===== config.mk =====
export PLATFORM = sky130hd
export DESIGN_NAME = mul_div_unit
export DESIGN_NICKNAME = d
export VERILOG_FILES = /design/src/rtl/mul_div_unit.sv
export SDC_FILE = /design/constraint.sdc
export NUM_CORES = 1
export LEC_CHECK = 0
export CORE_MARGIN = 2
export CORE_UTILIZATION = 45
export CTS_CLUSTER_DIAMETER = 120
export CTS_CLUSTER_SIZE = 10
export DETAILED_ROUTE_END_ITERATION = 16
export PLACE_DENSITY = 0.64
export SYNTH_ARGS = -nofsm -noshare
export SYNTH_HDL_FRONTEND = slang
export SYNTH_SLANG_ARGS = --single-unit

===== constraint.sdc =====
create_clock -name clk -period 6.8 [get_ports clk]
set_clock_uncertainty 0.05 [all_clocks]
set_input_delay 1.02 -clock clk [delete_from_list [all_inputs] [get_ports clk]]
set_output_delay 1.02 -clock clk [all_outputs]
set_load 0.05 [all_outputs]

===== src/rtl/mul_div_unit.sv =====
// Iterative unsigned 16-bit multiply/divide unit: 16 shift-add or restoring-divide
// iterations, then a one-cycle register-file write-back request.
module mul_div_unit #(
  parameter int WIDTH = 16,
  parameter int AW    = 5
) (
  input  logic             clk,
  input  logic             rst,
  input  logic             start,
  input  logic [1:0]       op,
  input  logic [AW-1:0]    dst_reg,
  input  logic [WIDTH-1:0] src_a,
  input  logic [WIDTH-1:0] src_b,
  output logic             busy,
  output logic             done,
  output logic             wb_we,
  output logic [AW-1:0]    wb_reg,
  output logic [WIDTH-1:0] wb_data,
  output logic             div_by_zero,
  output logic [1:0]       state_dbg
);

  // Handshake: an op is accepted on any rising edge where start=1 and the unit
  // is IDLE (busy=0); done/wb_we pulse for exactly one cycle with the result.

  typedef enum logic [1:0] {
    S_IDLE = 2'd0,
    S_RUN  = 2'd1,
    S_DONE = 2'd2
  } state_t;

  localparam logic [1:0] OP_MUL  = 2'b00;
  localparam logic [1:0] OP_MULH = 2'b01;
  localparam logic [1:0] OP_DIV  = 2'b10;

  state_t             state;
  logic [3:0]         cnt;
  logic [1:0]         op_q;
  logic [AW-1:0]      dst_q;
  logic [WIDTH-1:0]   a_q;
  logic [WIDTH-1:0]   b_q;
  logic [2*WIDTH-1:0] prod_q;
  logic [WIDTH:0]     rem_q;
  logic [WIDTH-1:0]   quo_q;

  logic [2*WIDTH-1:0] prod_nxt;
  logic [WIDTH:0]     rem_sh;
  logic [WIDTH:0]     rem_nxt;
  logic [WIDTH-1:0]   quo_nxt;
  logic               q_bit;
  logic               b_zero;
  logic [WIDTH-1:0]   result;

  always_comb begin
    prod_nxt = prod_q;
    if (b_q[cnt])
      prod_nxt = prod_q + ({{WIDTH{1'b0}}, a_q} << cnt);
    // Dividend bits enter MSB-first: iteration cnt consumes bit 15-cnt.
    rem_sh  = {rem_q[WIDTH-1:0], a_q[~cnt]};
    q_bit   = (rem_sh >= {1'b0, b_q});
    rem_nxt = q_bit ? (rem_sh - {1'b0, b_q}) : rem_sh;
    quo_nxt = {quo_q[WIDTH-2:0], q_bit};
    b_zero  = (b_q == '0);
    result  = '0;
    case (op_q)
      OP_MUL:  result = prod_nxt[WIDTH-1:0];
      OP_MULH: result = prod_nxt[2*WIDTH-1:WIDTH];
      OP_DIV:  result = b_zero ? {WIDTH{1'b1}} : quo_nxt;
      default: result = b_zero ? a_q : rem_nxt[WIDTH-1:0];
    endcase
  end

  always_ff @(posedge clk) begin
    if (rst) begin
      state       <= S_IDLE;
      cnt         <= '0;
      op_q        <= '0;
      dst_q       <= '0;
      a_q         <= '0;
      b_q         <= '0;
      prod_q      <= '0;
      rem_q       <= '0;
      quo_q       <= '0;
      busy        <= 1'b0;
      done        <= 1'b0;
      wb_we       <= 1'b0;
      wb_reg      <= '0;
      wb_data     <= '0;
      div_by_zero <= 1'b0;
    end else begin
      case (state)
        S_IDLE: begin
          if (start) begin
            op_q   <= op;
            dst_q  <= dst_reg;
            a_q    <= src_a;
            b_q    <= src_b;
            prod_q <= '0;
            rem_q  <= '0;
            quo_q  <= '0;
            cnt    <= '0;
            busy   <= 1'b1;
            state  <= S_RUN;
          end
        end
        S_RUN: begin
          prod_q <= prod_nxt;
          rem_q  <= rem_nxt;
          quo_q  <= quo_nxt;
          cnt    <= cnt + 4'd1;
          if (cnt == 4'd15) begin
            done        <= 1'b1;
            wb_we       <= 1'b1;
            wb_reg      <= dst_q;
            wb_data     <= result;
            div_by_zero <= op_q[1] && b_zero;
            state       <= S_DONE;
          end
        end
        S_DONE: begin
          done        <= 1'b0;
          wb_we       <= 1'b0;
          div_by_zero <= 1'b0;
          busy        <= 1'b0;
          state       <= S_IDLE;
        end
        default: state <= S_IDLE;
      endcase
    end
  end

  assign state_dbg = state;

endmodule


Word level (Yosys, flattened, before mapping)

Cells that the tools add are included.

Bitwise gates (word level): 1
Muxes and demuxes: 26
Add/subtract/negate cells: 3
Reduce and logical (&&, ||, !) cells: 13
Equal/unequal tests: 7
Shift operators: 1
Magnitude comparators: 3

Operators with widths:

| operator                                                    | number |
|---|---|
| two-way mux 16 bit                                          | 4 |
| two-way mux 32 bit                                          | 2 |
| case mux 32 bit (2 select lines)                            | 1 |
| case mux 16 bit (3 select lines)                            | 1 |
| adder 32 bit                                                | 1 |
| case mux 16 bit (2 select lines)                            | 1 |
| left shift 16 x 4 -> 32 bit                                 | 1 |
| case mux 15 bit (2 select lines)                            | 1 |
| greater-or-equal comparator 17 x 16 -> 1 bit                | 1 |
| zero test 16 bit                                            | 1 |
| subtractor 16 bit                                           | 1 |
| two-way mux 15 bit                                          | 1 |
| AND reduction 2 bit                                         | 6 |
| less-than comparator 4 x 5 -> 1 bit (second input constant) | 2 |
| binary-select mux 1 bit (select 4 bit)                      | 2 |
| case mux 4 bit (2 select lines)                             | 1 |
| case mux 1 bit (2 select lines)                             | 3 |
| nonzero test 2 bit                                          | 3 |
| two-way mux 1 bit                                           | 5 |
| adder 4 x 1 -> 4 bit (second input constant)                | 1 |
| == test 2 x 1 -> 1 bit (second input constant)              | 2 |
| == test 2 bit (second input constant)                       | 2 |
| == test 4 bit (second input constant)                       | 1 |
| zero test 2 bit                                             | 2 |
| other kinds (6)                                             | 8 |

Input bits: 42
Output and inout port bits: 27
Bits in registers: 132

Longest topological paths before layout

Word-level depth: 7
Depth in mapped cells: 20
Depth with buffers taken out: 18

Least setup slack after synthesis

OpenSTA, ideal clock, no wires.

Path kind: reg-to-reg
From: register cnt[0]
To: register prod_q[31]
Cell stages (with the launch flop): 17
Period minus slack after synthesis: 4491 ps
Slack: 2309 ps
Required time: 6633 ps
Path buffers: 3
Setup time: 117 ps
Data arrival time: 4324 ps
Cell sequence: dfxtp_1 buf_2 buf_1 mux4_2 a21oi_1 nor2_1 ha_1 buf_6 a21o_1 a221o_1 nand3b_4 o21ba_1 o2111ai_1 a21oi_1 o41ai_4 mux2_1 a32o_2

Word-level cells in the longest chain between the ends: 4

Ends and longest elaborated chain:

| item                                                                                         | RTL line | text |
|---|---|---|
| start: declaration                                                                           | 37       | `logic [3:0] cnt;` |
| start signal: assignment                                                                     | 110      | `cnt <= cnt + 4'd1;` |
| left shift 16 x 4 -> 32 bit / binary-select mux 1 bit (select 4 bit) (equally long branches) | 57, 56   |  |
| adder 32 bit / two-way mux 1 bit (equally long branches)                                     | 57, 56   |  |
| two-way mux 32 bit (*)                                                                       | 56       | `if (b_q[cnt])` |
| case mux 32 bit (2 select lines) (*)                                                         | 91       | `case (state)` |
| end signal: assignment                                                                       | 107      | `prod_q <= prod_nxt;` |
| end: declaration                                                                             | 42       | `logic [2*WIDTH-1:0] prod_q;` |

Mark *: on every way between the ends. The rest lies on a longest branch, timed or not. The select of a mux whose other input is x is not followed.
A chain may end at the register's enable or synchronous reset.

Worst setup path in the final report

From: register cnt[1]
To: register wb_data[3]

Word-level cells in the longest chain between the ends: 7

Ends and longest elaborated chain:

| item                                                                                     | RTL line | text |
|---|---|---|
| NOT 4 bit                                                                                | 59       | `rem_sh = {rem_q[WIDTH-1:0], a_q[~cnt]};` |
| binary-select mux 1 bit (select 4 bit)                                                   | 59       |  |
| two-way mux 1 bit (not written as such)                                                  | 59       |  |
| subtractor 16 bit / greater-or-equal comparator 17 x 16 -> 1 bit (equally long branches) | 61, 60   |  |
| two-way mux 16 bit                                                                       | 61       | `rem_nxt = q_bit ? (rem_sh - {1'b0, b_q}) : rem_sh;` |
| two-way mux 16 bit                                                                       | 69       | `default: result = b_zero ? a_q : rem_nxt[WIDTH-1:0];` |
| case mux 16 bit (3 select lines)                                                         | 65       | `case (op_q)` |
| end signal: assignment                                                                   | 115      | `wb_data <= result;` |
| end: declaration                                                                         | 18       | `output logic [WIDTH-1:0] wb_data,` |

Several ways; a longest one is shown, not always the timed one. The select of a mux whose other input is x is not followed.

==> run_results.csv <==
group,metric,value,unit
synth,ys_seq_area_share,30.0,%
floorplan,dieArea,0.0207,mm^2
global_route,grt_use_total,28.9,%
drt,wl,29.6,mm
drt,dr.pass1.iters,6,
power_and_ir_drop,ir_drop,0.000183,V
timing,worst_slew_pin_slew,1.17,ns
worst_setup_path,criticalPathCategory,"reg -> reg",
synth,synthCells,1133,
cts,cts_sinks,132,
floorplan,core.rowCount,51,
worst_setup_path,max_stage_delay,0.99,ns
floorplan,initial_core_util,45.5,%
power_and_ir_drop,p_per_area,281,mW/mm^2
timing,fmax,187,MHz
min_path,min_from,"dst_q[2]",
layout,area_growth_syn_to_layout,16.3,%
worst_setup_path,critPathLaunchType,"flop",
synth,yosysUniqueCellTypes,84,
timing,setup-violations-final,0,
worst_setup_path,worstPathRequired,7.05,ns
layout,fillers,1862,
timing,holdWs,0.401,ns
timing,final_max_slew_viol_count,0,
floorplan,dieHeight,144,um
cts,cts_inserted_buffers,17,
worst_setup_path,path_buf_inv,0,
cts,clk_path_buf_depth,2,
timing,fin_setup_tns,0,ns
global_route,grt_pass1_wl,45.4,mm
min_path,hp-class,"reg -> reg",
drt,avgRoutedWirePerCell,20.5,um
cts,insertion_delay,0.43,ns
placement,place_congestion,0.952,
synth,async_reset_ff_share,0,%
synth,ys_warn_count,0,
placement,portBuffers,68,
worst_setup_path,startpoint,"cnt[1]",
global_route,antenna_found_initial,0,
synth,syn_nets,1225,
cts,root_buffer,"clkbuf_16",
drt,num_vias,8701,
drt,vias_per_cell,6.03,
worst_setup_path,r2r-start,"cnt[1]",
drt,final_antenna_net_count,0,
cts,clkTransAtPathRegs,0.07,ns
placement,dp_hpwl,22.0,mm
worst_setup_path,cp_max_fo,26,
worst_setup_path,path_cells,"mux2_2 > o21ai_0 > mux2_2 > nand2_1 > o21ai_0 > ha_1 > nand2b_1 > a21oi_1 > o21ai_1 > o221ai_1 > o21ai_2 > mux2i_1 > a21oi_1 > o21ai_0 > o21ai_1",
layout,nNetsFinal,1257,
layout,largest_register_ffs,32,
floorplan,num_io_pins,69,
synth,synth_top_area_share,30.0,%
global_route,grt_pass1_vias,8016,
floorplan,chipWidth,144,um
worst_setup_path,slowest_stage,"dfxtp_1",
drt,drc,0,
cts,cts_tree,"done",
timing,period_share,78.8,%
synth,syn_area_per_cell,7.76,um^2
power_and_ir_drop,p_leak,0.00411,uW
status,status,"completed",
timing,rsz0062_at_grt,"false",
timing,hold_violations,0,
placement,place_ws,1.64,ns
global_route,gr-total-overflow,0,
cts,cts-hold-fix-buffers,0,
worst_setup_path,cpMostUsedCell,"o21ai_0",
timing,setup_slack,1.44,ns
timing,final.min_clock_period,5.36,ns
worst_setup_path,endpoint_kind,"flop",
synth,synthFlopType,"dfxtp_1",
worst_setup_path,worstPathArrival,5.61,ns
synth,syn-cell-area,0.00879,mm^2
cts,cts_max_level,4,
synth,yosys_register_bits,132,
drt,drtIter0Drc,899,
power_and_ir_drop,p_total,2880,uW
layout,drive_above_1_share,7.13,%
synth,synth_area_leaders,"dfxtp_1 (30%), nand2_1 (7.9%), ha_1 (6.8%)",
floorplan,coreArea,0.0193,mm^2
synth,synth_common_cells,"nand2_1 (184), dfxtp_1 (132), a21oi_1 (110), nor2_1 (100), o21ai_0 (58)",
synth,yosysTopAreaCell,"dfxtp_1",
synth,yosysMostFrequentCell,"nand2_1",
cts,post_cts_buffers,0,
layout,diodes,0,
synth,synth_enable_flop_cells,0,
layout,top_register,"prod_q",
global_route,grt_max_degree,57,
flow_run,drv_cap,0,
timing,max_slew_margin,21.9,%
cts,postCtsResizedCells,0,
worst_setup_path,crit_family,"compound AO/OA/AOI/OAI gates",
==> layout make-up <==
| cell class | count | area (um^2) | share of cell area, % |
|---|---|---|---|
| timing repair buffer | 84 | 796 | 7.78 |
| multi-input combinational | 898 | 5710 | 55.8 |
| tap | 265 | 332 | 3.24 |
| clock buffer | 18 | 439 | 4.29 |
| sequential | 132 | 2640 | 25.8 |
| inverter | 32 | 120 | 1.17 |
| clock inverter | 14 | 193 | 1.88 |
==> worst register-to-register path: stages (launching register included) <==
cell      delay (ns)
dfxtp_1         0.99
mux2_2          0.45
o21ai_0         0.40
mux2_2          0.28
nand2_1         0.05
o21ai_0         0.26
ha_1            0.29
nand2b_1        0.13
a21oi_1         0.11
o21ai_1         0.23
o221ai_1        0.24
o21ai_2         0.92
mux2i_1         0.43
a21oi_1         0.11
o21ai_0         0.21
o21ai_1         0.08
==> power breakdown <==
| group | switching [uW] | leakage (uW) | internal, uW |
|---|---|---|---|
| clock | 398 | 0.000307 | 600 |
| combinational | 592 | 0.00273 | 419 |
| sequential | 50.1 | 0.00107 | 816 |
==> layer usage <==
| metal | vias to the layer above | part of all wire, % | track usage, % |
|---|---|---|---|
| li1 | 4162 | - | - |
| met1 | 4084 | 44 | 39.4 |
| met2 | 397 | 44 | 44.6 |
| met3 | 58 | 8.4 | 6.76 |
| met4 | 0 | 3.5 | 10.3 |
| met5 | - | 0 | 0 |
==> layout by cell type, fill, tap and decap left out, drive strengths merged, types with 18 or more instances in the layout <==
| master | instances |
|---|---|
| xnor2 | 21 |
| ha | 48 |
| nand3 | 22 |
| a22o | 41 |
| a21o | 18 |
| inv | 37 |
| mux2i | 32 |
| clkbuf | 18 |
| nor2 | 101 |
| o21ai | 84 |
| nand2 | 184 |
| a21oi | 110 |
| dfxtp | 132 |
| nor3 | 22 |
| clkdlybuf4s50 | 67 |
==> final timing paths <==
check                                   to  slack (ns)  cells after the start
worst max-delay path            wb_data[3]        1.44                     15
worst min-delay path             wb_reg[2]        0.40                      2
worst max register to register  wb_data[3]        1.44                     15
worst min register to register   wb_reg[2]        0.40                      2
==> cell families after synthesis <==
kind of cell | after synthesis | share of synthesized area, %
simple gates | 411 | 20.9
compound gates | 351 | 26.2
flops | 132 | 30.0
buf+inv | 103 | 5.12
fa+ha+maj | 50 | 7.28
mux | 49 | 6.72
xor+xnor | 37 | 3.68
==> through the flow <==
| stage | cells | cell area (um^2) | utilization (%) |
|---|---|---|---|
| 6_report | 1443 | 10200 | 52.9 |
| 5_1_grt | 1443 | 10200 | 52.9 |
| 4_1_cts | 1443 | 10200 | 52.9 |
| 3_5_place_dp | 1411 | 9600 | 49.6 |
| 3_3_place_gp | 1411 | 9600 | 49.6 |
| 2_1_floorplan | 1133 | 8790 | - |
(Power assumes the default switching activity.)
